### config.mk
export PLATFORM = sky130hd
export DESIGN_NAME = sisc_seq_ctrl
export DESIGN_NICKNAME = d
export VERILOG_FILES = /design/src/rtl/sisc_seq_ctrl_pkg.sv /design/src/rtl/sisc_br_eval.sv /design/src/rtl/sisc_seq_ctrl.sv
export SDC_FILE = /design/constraint.sdc
export NUM_CORES = 1
export LEC_CHECK = 0
export CAP_MARGIN = 20
export CORE_AREA = 2 2 57 59
export CTS_BUF_LIST = sky130_fd_sc_hd__clkbuf_4
export DETAILED_ROUTE_END_ITERATION = 10
export DIE_AREA = 0 0 59 61
export PLACE_DENSITY = 0.72
export SYNTH_ARGS = -nofsm -noshare
export SYNTH_HDL_FRONTEND = slang
export SYNTH_SLANG_ARGS = --single-unit
### constraint.sdc
create_clock -name clk -period 1.8 [get_ports clk]
set_clock_uncertainty 0.05 [all_clocks]
set_input_delay 0.36 -clock clk [delete_from_list [all_inputs] [get_ports clk]]
set_output_delay 0.36 -clock clk [all_outputs]
set_load 0.01 [all_outputs]
### src/rtl/sisc_seq_ctrl_pkg.sv
// sisc_ctrl_pkg -- shared definitions for the SISC sequencing controller.
//   state_t        : controller state encoding
//   OP_*           : instruction opcode values
//   ALU_OP_*       : encodings driven on the alu_op control
package sisc_ctrl_pkg;

    typedef enum logic [2:0] {
        START0,
        START1,
        FETCH,
        DECODE,
        EXECUTE,
        MEM,
        WRITEBACK,
        HALT
    } state_t;

    // Opcode values; callers cast to their own opcode width.
    localparam int OP_NOOP = 0;
    localparam int OP_LOD  = 1;
    localparam int OP_STR  = 2;
    localparam int OP_SWP  = 3;
    localparam int OP_BRA  = 4;
    localparam int OP_BRR  = 5;
    localparam int OP_BNE  = 6;
    localparam int OP_BNR  = 7;
    localparam int OP_ALU  = 8;
    localparam int OP_HLT  = 15;

    // alu_op encodings
    localparam logic [1:0] ALU_OP_RR = 2'b00;  // ALU instruction, register operand
    localparam logic [1:0] ALU_OP_RI = 2'b01;  // ALU instruction, immediate operand
    localparam logic [1:0] ALU_OP_AD = 2'b10;  // address/increment arithmetic
    localparam logic [1:0] ALU_OP_AI = 2'b11;  // address arithmetic with immediate

endpackage

### src/rtl/sisc_br_eval.sv
// sisc_br_eval -- branch-taken evaluation for the SISC controller.
//   opcode : IR opcode field
//   mm     : IR condition mask
//   stat   : status register
//   taken  : 1 when the branch opcode's condition holds (0 for non-branches)
//   br_sel : 1 for BRA/BNE, 0 for BRR/BNR and non-branches
module sisc_br_eval
    import sisc_ctrl_pkg::*;
#(
    parameter int OPC_W = 4,
    parameter int CC_W  = 4
) (
    input  logic [OPC_W-1:0] opcode,
    input  logic [CC_W-1:0]  mm,
    input  logic [CC_W-1:0]  stat,
    output logic             taken,
    output logic             br_sel
);

    logic hit;
    assign hit = |(stat & mm);

    // NOTE: every output gets a default before the case so no path leaves it
    // unassigned; otherwise synthesis infers a latch.
    always_comb begin
        taken  = 1'b0;
        br_sel = 1'b0;
        case (opcode)
            OPC_W'(OP_BRA): begin taken = hit;  br_sel = 1'b1; end
            OPC_W'(OP_BRR): begin taken = hit;                 end
            OPC_W'(OP_BNE): begin taken = !hit; br_sel = 1'b1; end
            OPC_W'(OP_BNR): begin taken = !hit;                end
            default: ;
        endcase
    end

endmodule

### src/rtl/sisc_seq_ctrl.sv
// sisc_seq_ctrl -- multi-cycle sequencing controller for the SISC datapath.
// Build option: define SISC_CTRL_MEMWAIT_EN to stretch MEM until mem_ack;
// otherwise MEM lasts one cycle and mem_ack is ignored.
// Ports:
//   clk, rst_f          : clock (rising edge), async active-low reset
//   opcode, mm, stat    : IR opcode, IR mode/condition mask, status register
//   mem_ack             : data memory completion
//   rf_we..dm_we,alu_op : datapath controls (combinational from state/IR/stat)
//   mem_req             : data memory request
//   halted              : HLT reached
//   retired             : retired-instruction count (wraps)
module sisc_seq_ctrl
    import sisc_ctrl_pkg::*;
#(
    parameter int OPC_W  = 4,
    parameter int CC_W   = 4,
    parameter int CNT_W  = 16,
    parameter int AM_IMM = 8
) (
    input  logic             clk,
    input  logic             rst_f,
    input  logic [OPC_W-1:0] opcode,
    input  logic [CC_W-1:0]  mm,
    input  logic [CC_W-1:0]  stat,
    input  logic             mem_ack,
    output logic             rf_we,
    output logic             wb_sel,
    output logic             rb_sel,
    output logic             pc_sel,
    output logic             pc_write,
    output logic             pc_rst,
    output logic             ir_load,
    output logic             br_sel,
    output logic             mux_16_sel,
    output logic             dm_we,
    output logic [1:0]       alu_op,
    output logic             mem_req,
    output logic             halted,
    output logic [CNT_W-1:0] retired
);

    state_t state_q, state_d;
    logic   br_taken, br_sel_w;
    logic   is_alu, is_imm, is_branch;

    sisc_br_eval #(.OPC_W(OPC_W), .CC_W(CC_W)) u_br_eval (
        .opcode (opcode),
        .mm     (mm),
        .stat   (stat),
        .taken  (br_taken),
        .br_sel (br_sel_w)
    );

    assign is_alu    = (opcode == OPC_W'(OP_ALU));
    assign is_imm    = (mm == CC_W'(AM_IMM));
    assign is_branch = (opcode >= OPC_W'(OP_BRA)) && (opcode <= OPC_W'(OP_BNR));

`ifndef SISC_CTRL_MEMWAIT_EN
    // Single-cycle MEM: the acknowledge has no effect on sequencing.
    logic mem_ack_unused;
    assign mem_ack_unused = mem_ack;
`endif

    // NOTE: state and counters use non-blocking assignments so every register
    // samples values from before the edge, independent of statement order.
    always_ff @(posedge clk or negedge rst_f) begin
        if (!rst_f) begin
            state_q <= START0;
            retired <= '0;
        end else begin
            state_q <= state_d;
            // An instruction retires leaving WRITEBACK, or leaving DECODE
            // straight back to FETCH (NOOP / branches). HLT never retires.
            if (state_q == WRITEBACK || (state_q == DECODE && state_d == FETCH))
                retired <= retired + CNT_W'(1);
        end
    end

    always_comb begin
        state_d    = state_q;
        rf_we      = 1'b0;
        wb_sel     = 1'b0;
        rb_sel     = 1'b0;
        pc_sel     = 1'b0;
        pc_write   = 1'b0;
        pc_rst     = 1'b0;
        ir_load    = 1'b0;
        br_sel     = 1'b0;
        mux_16_sel = 1'b0;
        dm_we      = 1'b0;
        alu_op     = 2'b00;
        mem_req    = 1'b0;
        halted     = 1'b0;

        case (state_q)
            START0: begin
                pc_rst  = 1'b1;
                alu_op  = ALU_OP_AD;
                state_d = START1;
            end
            START1: state_d = FETCH;
            FETCH: begin
                ir_load  = 1'b1;
                pc_write = 1'b1;
                state_d  = DECODE;
            end
            DECODE: begin
                if (is_branch) begin
                    pc_sel   = 1'b1;
                    pc_write = br_taken;
                    br_sel   = br_sel_w;
                end
                if (opcode == OPC_W'(OP_HLT))
                    state_d = HALT;
                else if (opcode == OPC_W'(OP_NOOP) || is_branch)
                    state_d = FETCH;
                else
                    state_d = EXECUTE;
            end
            EXECUTE: begin
                if (is_alu) alu_op = is_imm ? ALU_OP_RI : ALU_OP_RR;
                else        alu_op = is_imm ? ALU_OP_AI : ALU_OP_AD;
                if (opcode == OPC_W'(OP_LOD) || opcode == OPC_W'(OP_STR))
                    state_d = MEM;
                else
                    state_d = WRITEBACK;
            end
            MEM: begin
                mem_req    = 1'b1;
                mux_16_sel = (mm == '0);
                dm_we      = (opcode == OPC_W'(OP_STR));
`ifdef SISC_CTRL_MEMWAIT_EN
                if (mem_ack) state_d = WRITEBACK;
`else
                state_d = WRITEBACK;
`endif
            end
            WRITEBACK: begin
                if (is_alu || opcode == OPC_W'(OP_SWP)) begin
                    rf_we = 1'b1;
                end else if (opcode == OPC_W'(OP_LOD)) begin
                    rf_we  = 1'b1;
                    wb_sel = 1'b1;
                end
                state_d = FETCH;
            end
            HALT: begin
                halted  = 1'b1;
                state_d = HALT;
            end
            default: state_d = START0;
        endcase
    end

endmodule

---- Yosys cells after proc, flatten, opt, wreduce, memory -nomap -nowiden ----
Index checks and enable logic that the tools add are counted.
storage, ports and cells
  output and inout port bits .............. 30
  register bits ........................... 19
operators by class
  order comparisons ....................... 2
  muxes and demuxes ....................... 27
  equal/unequal tests ..................... 18
  bitwise logic cells ..................... 1
  reduce and logical (&&, ||, !) cells .... 15
  add/sub/neg operators ................... 1
operators with widths
  kind                                                            count
  case mux 3 bit (7 select lines)                                 1
  two-way mux 1 bit                                               19
  adder 16 x 1 -> 16 bit, second input constant                   1
  equality test 4 x 3 -> 1 bit, second input constant             4
  equality test 3 bit, second input constant                      4
  equality test 4 bit, second input constant                      3
  equality test 3 x 2 -> 1 bit, second input constant             3
  equality test 4 x 2 -> 1 bit, second input constant             2
  zero test 4 bit                                                 2
  OR reduction 2 bit                                              4
  two-way mux 3 bit                                               2
  AND 4 bit                                                       1
  equality test 4 x 1 -> 1 bit, second input constant             1
  >= comparator 4 x 3 -> 1 bit, second input constant             1
  less-or-equal comparator 4 x 3 -> 1 bit, second input constant  1
  logical OR 1 bit                                                4
  two-way mux 2 bit                                               2
  case mux 1 bit (2 select lines)                                 2
  case mux 2 bit (2 select lines)                                 1
  OR reduction 4 bit                                              1
  equality test 3 x 1 -> 1 bit, second input constant             1
  zero test 3 bit                                                 1
  logical AND 1 bit                                               2
  zero test 1 bit                                                 1

---- Logic depth before layout (Yosys ltp) ----
Gate-level depths: netlist of the first run.
  depth in word-level cells ............... 9
  gate-level depth with buffers ........... 5
  depth with buffers taken out ............ 4

---- Modules after synthesis ----
Synthesis of the first run repeated with hierarchy kept, for this count alone.
unflattened totals
  cell total of the unflattened synthesis .. 122
  area total of the unflattened synthesis .. 1,156.1 µm²
modules (own cells, without submodules)
  module         area each (µm²)  instances  cells each
  sisc_seq_ctrl  1,102.3          1          115
  sisc_br_eval   53.8             1          7

---- Least setup slack after synthesis of the first run ----
No wires, ideal clock.
  path type ............................... reg-to-output
  start ................................... reg state_q[2]
  end ..................................... out dm_we
  stages on the path, launching flop included .. 5
  path slack .............................. 42 ps
  arrival time ............................ 1,348 ps
  path through ............................ dfrtp_1 -> clkbuf_1 -> nand2_1 -> or2_2 -> nor4_1
between the ends
  cells in the longest elaborated chain, start to end .. 2
ends and longest elaborated chain
  element                 RTL line             RTL
  from (decl)             sisc_seq_ctrl.sv:42  state_t state_q, state_d;
  from (signal assigned)  sisc_seq_ctrl.sv:71  state_q <= state_d;
  equality test 3 bit     sisc_seq_ctrl.sv:95  case (state_q)
  two-way mux 1 bit       sisc_seq_ctrl.sv:95
  to (decl)               sisc_seq_ctrl.sv:35  output logic dm_we,
Every way passes these cells.

---- Worst setup path in the final report of the first run ----
  start ................................... reg state_q[0]
  end ..................................... out dm_we
Same word-level chain as after synthesis.

==> metrics.txt, run 1 <==
Slew Limit Fails 0; Synth Area per Inst 9.87 um2; nets 204; MaxCap Viol Count 0; min cycle time layout 1880 ps; final worst slack -84.8 ps; crit start category register; status complete, but fails checks; Total Routing Usage GR 0.188; initial antenna violation count 0; Yosys top cell area share 0.415; Hold WS 355 ps; H-tree level count 1; hpwl dp 2.39 mm; die area 0.00360 mm2; Ys Warns 0; Post-Layout Cell Count 220; post-route ant nets 0; Pwr per Cell Area 1140 mW/mm2; CP arrival 1470 ps; met3 usage 0.0235; Num CTS Buffers 3; gpl congestion 0.747; post-synthesis cell count 116; Syn-to-layout area delta 67.1%; WS Path Type reg2out; CTS Buffer Depth 2; pre-CTS WS -697 ps; Skew-Pair Late Insertion Delay 280 ps; final setup violation count 5; synth top area cells dfrtp_1 42%, xnor2_1 7.7%, xor2_1 4.6%; Chip Width 59 um; Final period util 1.05; met1 Resource Use GR 0.209; final hold vios 0; initial core utilization 0.388; post-synth net total 132; Setup crit end kind output port; Vias per Instance 5.26; Die H 61 um; Leakage Power 0.882 nW; vias in the first global route 1193; r2r setup slk 40 ps; Hold Path Class in2async; GRT met2 Usage 0.371; post-DR wirelength/cell 14.7 um; Core ar. 0.00295 mm2; GRT busiest layer met2; global route overflow 0; DR vias 1158; CTS root buffer clkbuf_4; drt pass-1 iters 4; cell taking the most area after synthesis dfrtp_1; # clock sinks 19; Achievable Freq 531 MHz; first-pass GRT wire length 5.20 mm; Port-buffer cells 42; largest net degree at the start of global routing 20; # diodes 0; RSZ-0062 raised after global routing true; Ports 45; part of the Yosys area used for sequential elements 0.415; critical-path maximum fanout 3; hold_buf cts 0; Clock Pin Slew Worst Setup and Hold Paths 100 ps; share of cells above drive strength 1 0.385; Distinct cells, synth 34; DRT iter0 DRCs 31; worst IR drop on VDD 0.819 mV; CTS tree built; Detailed Route WL 3.24 mm; Cell Area, Synth 0.00114 mm2; Seq cells post-synth 19; failing checks setup timing; Cell Area, Placed 0.00179 mm2; drt drc 0; final instance area 0.00191 mm2; # rows 20; Total Power 2.17 mW; dpl cells 212; CP required 1390 ps
-- cells in the mapped netlist (all sizes together) --
| master | number |
|---|---|
| or3 | 1 |
| and2 | 1 |
| a221oi | 1 |
| nor4 | 6 |
| and4b | 1 |
| and3 | 4 |
| a21o | 2 |
| ha | 1 |
| o21a | 2 |
| or2 | 1 |
| nand3b | 2 |
| nor3 | 7 |
| a211o | 3 |
| clkbuf | 3 |
| and4 | 3 |
| nand2b | 2 |
| nand4 | 5 |
| xnor2 | 10 |
| mux2i | 1 |
| nand2 | 10 |
| xor2 | 6 |
| dfrtp | 19 |
| buf | 2 |
| and3b | 1 |
| nor2 | 4 |
| a22o | 1 |
| nand3 | 8 |
| conb | 1 |
| o31ai | 1 |
| o21ai | 2 |
| inv | 3 |
| o21ba | 1 |
| o31a | 1 |
-- cells by family after synthesis --
group | synth area share
other | 0.00328
AOI/OAI and AO/OA | 0.121
xor gates and xnor gates | 0.122
muxes | 0.00874
buffers and inverters | 0.0328
and+or+nand+nor | 0.285
DFF | 0.415
adders and majority gates | 0.0109
-- worst max-delay path: stages (launching register included) --
cell and delay (ps):
dfrtp_1 410, buf_6 120, nand2_2 40, or2_4 260, nor4_4 200, buf_2 160
-- stage by stage --
stage / TNS (ps) / util
finish: -229 / 0.648
global route: -812 / 0.648
CTS: -376 / 0.622
detailed placement: -10640 / 0.606
global placement: -9790 / 0.606
floorplan: 0 / -
-- placed cells by master, fill, tap and decap left out, drive strengths merged --
| cell type | count |
|---|---|
| o21a | 2 |
| inv | 3 |
| or3 | 1 |
| conb | 1 |
| o21ai | 2 |
| nand2 | 10 |
| nand4 | 5 |
| nor4 | 6 |
| nor2 | 4 |
| and3 | 4 |
| nand3b | 2 |
| a22o | 1 |
| nand3 | 8 |
| o21ba | 1 |
| clkbuf | 7 |
| mux2i | 1 |
| dfrtp | 19 |
| clkdlybuf4s50 | 19 |
| ha | 1 |
| and2 | 1 |
| nand2b | 2 |
| and4 | 3 |
| o31ai | 1 |
| o31a | 1 |
| or2 | 1 |
| dlygate4sd2 | 10 |
| nor3 | 7 |
| and3b | 1 |
| xnor2 | 10 |
| xor2 | 6 |
| a21o | 2 |
| a211o | 3 |
| buf | 40 |
| and4b | 1 |
| a221oi | 1 |
-- power breakdown --
group | switching (mW) | internal [mW] | leakage, nW
logic | 0.617 | 0.680 | 0.643
registers | 0.130 | 0.528 | 0.221
clock network | 0.116 | 0.101 | 0.0184
-- repair_timing --
action	in CTS	in global routing
buffers inserted	4	1
pin swaps	8	8
gates resized for setup	69	24
gates cloned	0	0
endpoints found under the setup margin	26	26
-- routing by layer --
layer	vias up	part of all wire
li1	561	-
met5	-	0
met4	0	0.0031
met2	37	0.53
met1	558	0.40
met3	2	0.064
-- registers in the layout, indices dropped and copies added, names as in the netlist --
register and count:
retired 16, state_q 3
-- path summary, 6_finish.rpt --
kind                       cells past startpoint     endpoint         from
min in group clk                               1  retired[15]  retired[15]
max reg2reg                                    5   retired[9]   state_q[2]
max                                            5        dm_we   state_q[0]
min                                            2   retired[7]        rst_f
max in group asynchronous                      2   retired[2]        rst_f
min reg2reg                                    1  retired[15]  retired[15]
-- cell type report --
cell class	count	area, um2
fillers	252	1040
multi-input cells	89	761
repair buffers	72	592
flip-flops and latches	19	478
well taps	33	41.3
clock buffers	4	30.0
inverters	3	11.3
(Power assumes the default switching activity.)
==> run 2: changes to the inputs <==
==> constraint.sdc (replaced) <==
create_clock -name clk -period 1.8 [get_ports clk]
set_clock_uncertainty 0.05 [all_clocks]
set_input_delay 0.27 -clock clk [delete_from_list [all_inputs] [get_ports clk]]
set_output_delay 0.27 -clock clk [all_outputs]
set_load 0.01 [all_outputs]
==> run 2 against run 1 <==
Against the previous run:
- the run now ends clean
- largest cell class unchanged
- power down 9.3%
- die area stayed put
- first-iteration DRC count decreased by 23%
- register-to-register slack hardly changed
- setup slack improved by 110 ps
- combinational power is 15% lower
- non-clock buffer count down 7
- routed wire length fell by 6.9%
- design area down 5.4%
- via count decreased by 2.7%
==> metrics.txt, run 2 (synthesized netlist as in run 1, its figures left out) <==
CP arrival 1930 ps (was 1470 ps); Vias per Instance 5.29 (was 5.26); H-tree level count 1 (unchanged); # diodes 0 (unchanged); Total Power 1.97 mW (was 2.17 mW); MaxCap Viol Count 0 (unchanged); share of cells above drive strength 1 0.283 (was 0.385); nets 197 (was 204); final worst slack 29.1 ps (was -84.8 ps); most frequent cells in the layout 21 x buf_4, 20 x clkdlybuf4s50_1, 19 x dfrtp_1, 10 x nand2_1, 10 x xnor2_1 (was 26 x buf_4, 19 x clkdlybuf4s50_1, 17 x dfrtp_1); Clock Power Share 0.109 (was 0.100); Num CTS Buffers 3 (unchanged); post-route ant nets 0 (unchanged); Clock Pin Slew Worst Setup and Hold Paths 100 ps (about the same); biggest regs retired x16, state_q x3 (unchanged); hpwl dp 2.32 mm (was 2.39 mm); Final period util 0.984 (was 1.05); initial antenna violation count 0 (unchanged); Syn-to-layout area delta 58.0% (was 67.1%); CTS root buffer clkbuf_4 (unchanged); Post-Layout Cell Count 213 (was 220); Chip Width 59 um (unchanged); Core ar. 0.00295 mm2 (unchanged); Achievable Freq 565 MHz (was 531 MHz); commonest non-fill, non-tap cell in the layout buf_4 (unchanged); Fillers 259 (was 252); Flop pwr share 0.329 (was 0.303); hold_buf cts 0 (unchanged); Largest register FFs 16 (unchanged); DRT iter0 DRCs 24 (was 31); pre-CTS WS -535 ps (was -697 ps); Skew-Pair Late Insertion Delay 280 ps (about the same); final setup violation count 0 (was 5); final hold vios 0 (unchanged); critical-path maximum fanout 7 (was 3); Leakage Power 0.838 nW (was 0.882 nW); # clock sinks 19 (unchanged); Sw Pwr 0.763 mW (was 0.864 mW); Top reg by flops retired (unchanged); Pwr per Cell Area 1090 mW/mm2 (was 1140 mW/mm2); min cycle time layout 1770 ps (was 1880 ps); vias in the first global route 1148 (was 1193); Port-buffer cells 42 (unchanged); status finished, final reports clean (was complete, but fails checks); # rows 20 (unchanged); first-pass GRT wire length 4.95 mm (was 5.20 mm); post-DR wirelength/cell 14.2 um (was 14.7 um); crit start category register (unchanged); CP required 1960 ps (was 1390 ps); final core occ 0.613 (was 0.648); Comb pwr share 0.562 (was 0.597); largest net degree at the start of global routing 20 (unchanged); dpl cells 209 (was 212); DR vias 1127 (was 1158); Hold Path Class in2async (unchanged); WS Path Type reg2reg (was reg2out); die area 0.00360 mm2 (unchanged); drt pass-1 iters 5 (was 4); Slew Limit Fails 0 (unchanged); gpl congestion 0.746 (was 0.747); CTS tree built (unchanged); Setup Buffers After CTS 0 (was 4); CTS Buffer Depth 2 (unchanged); post-route setup TNS 0 ps (was -229 ps); Die H 61 um (unchanged); Total Routing Usage GR 0.178 (was 0.188); Detailed Route WL 3.02 mm (was 3.24 mm); global route overflow 0 (unchanged); drt drc 0 (unchanged); Ports 45 (unchanged); worst IR drop on VDD 0.902 mV (was 0.819 mV); RSZ-0062 raised after global routing true (unchanged); Setup crit end kind register (was output port); initial core utilization 0.388 (unchanged); switching part of the total power 0.387 (was 0.397); internal power 1.21 mW (was 1.31 mW)
[run 2: final timing paths]
check,start,endpoint,slack [ps],depth (start not counted)
setup reg to reg,state_q[0],retired[13],30,6
hold reg to reg,retired[15],retired[15],430,1
max in group asynchronous,rst_f,retired[2],1240,2
min in group clk,retired[15],retired[15],430,1
setup / recovery,state_q[0],retired[13],30,6
hold / removal,rst_f,retired[6],260,2
[run 2: area by class of cell]
class	count	area, um2	share of cell area
clock buffers	4	30.0	0.0166
inverters	3	11.3	0.00622
multi-input cells	89	681	0.376
flip-flops and latches	19	475	0.263
well taps	33	41.3	0.0228
repair buffers	65	571	0.315
[run 2: power by group through the flow]
stage	registers [mW]	logic (mW)	clock network [mW]
5_1_grt	0.668	1.20	0.239
6_report	0.648	1.11	0.216
4_1_cts	0.646	1.10	0.221
3_5_place_dp	0.654	1.12	0
2_1_floorplan	0.653	0.534	0
3_3_place_gp	0.644	1.10	0
[run 2: through the flow]
step / cell area [um2] / hold WS, ps
floorplan: 1140 / -75.6
global placement: 1770 / 410
detailed placement: 1770 / 419
CTS: 1780 / 261
global route: 1810 / 270
finish: 1810 / 258
[run 2: critical path, cell delays in order (launching register included)]
cell and delay (ps):
dfrtp_1 430, buf_6 150, nand3b_1 230, buf_4 200, o31a_4 140, nor4_2 330
xor2_1 170
[run 2: layer usage]
layer  vias up  GRT usage  share of wire
met3         0     0.0256          0.068
met4         0     0.0292              0
li1        549          -              -
met1       533      0.205           0.42
met5         -          0              0
met2        45      0.351           0.51
[run 2: what timing repair did]
action | 4_1_cts | 5_1_grt
endpoints found under the setup margin | 20 | 15
gates resized for setup | 42 | 19
endpoints found under the hold margin | 0 | 0
pin swaps | 2 | 4
==> run 3: changes to the inputs <==
Settings changed: ABC_AREA from default to 1, CORE_AREA 2 2 57 59 to 2 2 62 64, DIE_AREA 0 0 59 61 to 0 0 64 66, PLACE_DENSITY 0.72 to 0.69.
==> run 3 against run 2 <==
Against the previous run:
- flip-flop and latch count stayed put
- via count up 23%
- sequential share of layout area shrank 2.7 points
- clock-buffer cell count stayed put
- design area increased by 12%
- non-clock buffer count grew 4
- utilization is 4.1 points lower
- final cell count is 45% higher
- critical path depth unchanged
- first-iteration DRC count up 38%
- register-to-register slack better by 120 ps
==> metrics.txt, run 3 <==
area of the multi-input gates 797 um2 (was 681 um2); FFs w/ async S/R, synth 1.00 (unchanged); first-pass GRT wire length 5.82 mm (was 4.95 mm); Distinct cells, synth 32 (was 34); Cell Area, Synth 0.00136 mm2 (was 0.00114 mm2); Final period util 0.961 (was 0.984); Achievable Freq 578 MHz (was 565 MHz); final hold vios 0 (unchanged); part of the Yosys area used for sequential elements 0.351 (was 0.415); met3 usage 0.0324 (was 0.0256); Setup crit end kind output port (was register); initial core utilization 0.382 (was 0.388); WS Path Type reg2out (was reg2reg); largest net degree at the start of global routing 20 (unchanged); worst IR drop on VDD 0.432 mV (was 0.902 mV); Largest register FFs 16 (unchanged); global route overflow 0 (unchanged); Ports 45 (unchanged); CP arrival 1410 ps (was 1930 ps); critical-path maximum fanout 4 (was 7); MaxCap Viol Count 0 (unchanged); drt pass-1 iters 4 (was 5); initial antenna violation count 0 (unchanged); Die H 66 um (was 61 um); CTS Buffer Depth 2 (unchanged); Seq cells post-synth 19 (unchanged); # clock sinks 19 (unchanged); post-synthesis cell count 191 (was 116); Post-synth top flop dfrtp_1 (unchanged); final instance area 0.00203 mm2 (was 0.00181 mm2); Clock Pin Slew Worst Setup and Hold Paths 110 ps (was 100 ps); largest family of logic cells by synthesized area simple AND/OR/NAND/NOR gates (unchanged); most instantiated cells after synthesis 69 x nand2_1, 21 x nor2_1, 20 x inv_1 (was 19 x dfrtp_1, 10 x nand2_1, 10 x xnor2_1); nets 277 (was 197); vias in the first global route 1339 (was 1148); DRT iter0 DRCs 33 (was 24); post-DR wirelength/cell 10.8 um (was 14.2 um); Post-synth EDFFs 0 (unchanged); die area 0.00422 mm2 (was 0.00360 mm2); Cell Area, Placed 0.00197 mm2 (was 0.00177 mm2); status finished, final reports clean (unchanged); final core occ 0.572 (was 0.613); Synth Area per Inst 7.09 um2 (was 9.87 um2); CP required 1480 ps (was 1960 ps); H-tree level count 1 (unchanged); commonest non-fill, non-tap cell in the layout nand2_1 (was buf_4); # rows 22 (was 20); post-synthesis xor/xnor area fraction 0.0452 (was 0.122); drt drc 0 (unchanged); Leakage Power 0.999 nW (was 0.838 nW); GRT busiest layer met2 (unchanged); Detailed Route WL 3.32 mm (was 3.02 mm); Num CTS Buffers 3 (unchanged); Register Area 479 um2 (was 475 um2); r2r setup slk 150 ps (was 30 ps); cell taking the most area after synthesis dfrtp_1 (unchanged); CTS root buffer clkbuf_4 (unchanged); synth top area cells dfrtp_1 35%, nand2_1 19%, nor2_1 5.8% (was dfrtp_1 42%, xnor2_1 7.7%, xor2_1 4.6%); # diodes 0 (unchanged); Core ar. 0.00355 mm2 (was 0.00295 mm2); Pwr per Cell Area 371 mW/mm2 (was 1090 mW/mm2); crit start category register (unchanged); Total Routing Usage GR 0.171 (was 0.178); Skew-Pair Late Insertion Delay 300 ps (was 280 ps); mux share of post-synthesis cell area 0 (was 0.00874); Ys Warns 0 (unchanged); Chip Width 64 um (was 59 um); Hold Path Class in2async (unchanged); met1 Resource Use GR 0.225 (was 0.205); post-synthesis adder-cell area fraction 0.00923 (was 0.0109); CTS tree built (unchanged); most frequent cell after synthesis nand2_1 (was dfrtp_1); gpl congestion 0.774 (was 0.746); Top reg by flops retired (unchanged); hpwl dp 2.62 mm (was 2.32 mm); Yosys top cell area share 0.351 (was 0.415); post-synthesis simple-gate area fraction 0.409 (was 0.285); Hold WS 242 ps (was 258 ps); biggest regs retired x16, state_q x3 (unchanged); Total Power 0.753 mW (was 1.97 mW); post-route ant nets 0 (unchanged); Synth Area in Compound Gates 0.0886 (was 0.121); RSZ-0062 raised after global routing true (unchanged); Fillers 349 (was 259); Syn-to-layout area delta 49.9% (was 58.0%); Port-buffer cells 42 (unchanged); Vias per Instance 4.51 (was 5.29); post-synth net total 207 (was 132); share of cells above drive strength 1 0.238 (was 0.283); most frequent cells in the layout 69 x nand2_1, 28 x clkdlybuf4s50_1, 27 x buf_4, 20 x nor2_1, 20 x inv_1 (was 21 x buf_4, 20 x clkdlybuf4s50_1, 19 x dfrtp_1, 10 x nand2_1, 10 x xnor2_1); min cycle time layout 1730 ps (was 1770 ps); final setup violation count 0 (unchanged); DR vias 1388 (was 1127); Slew Limit Fails 0 (unchanged); GRT met2 Usage 0.296 (was 0.351)
==> run 3: worst paths after layout <==
kind,startpoint,to,cells past startpoint
max,state_q[1],pc_write,6
min,rst_f,retired[10],2
max reg2reg,state_q[2],retired[4],7
min reg2reg,retired[0],retired[0],1
max in group asynchronous,rst_f,retired[0],2
min in group clk,retired[0],retired[0],1
==> run 3: per-stage QoR <==
stage / std cells / TNS [ps] / worst slack [ps]
2_1_floorplan: 191 / 0 / 202
3_3_place_gp: 300 / -3110 / -333
4_1_cts: 306 / -2.50 / -2.50
5_1_grt: 308 / -0.266 / -0.266
6_report: 308 / 0 / 70.0
3_5_place_dp: 300 / -3700 / -367
==> run 3: worst max-delay path, stage by stage (launching register included) <==
cell and delay, ps:
dfrtp_2 430, buf_6 120, nand3_4 80, nor3_4 150
nand2_1 70, o22ai_1 110, buf_2 150
==> run 3: power by group <==
part / switching, mW / internal (mW)
sequential: 0 / 0.427
combinational: 0.0424 / 0.0500
clock: 0.132 / 0.102
==> run 3: layer usage <==
metal | wire, um | part of all wire | vias to the layer above
li1 | - | - | 743
met1 | 1650 | 0.50 | 629
met2 | 1580 | 0.48 | 14
met3 | 64 | 0.019 | 2
met4 | 17 | 0.0051 | 0
met5 | 0 | 0 | -
==> run 3: kinds of logic after synthesis <==
| kind of cell | count (synthesis) |
|---|---|
| xor+xnor | 7 |
| simple gates | 120 |
| buf+inv | 27 |
| flops | 19 |
| compound gates | 16 |
| fa+ha+maj | 1 |
| other cells | 1 |
==> run 3: area by class of cell <==
type                    count  area share
well taps                  48      0.0296
inverters                  23      0.0425
flip-flops and latches     19       0.236
clock buffers               4      0.0148
repair buffers             69       0.285
multi-input cells         145       0.392
==> run 3: timing repair <==
item | CTS | global route
resized for setup | 31 | 16
pin swaps | 1 | 2
setup buffers | 2 | 2
setup endpoints to repair | 14 | 10
hold buffers | 0 | 0
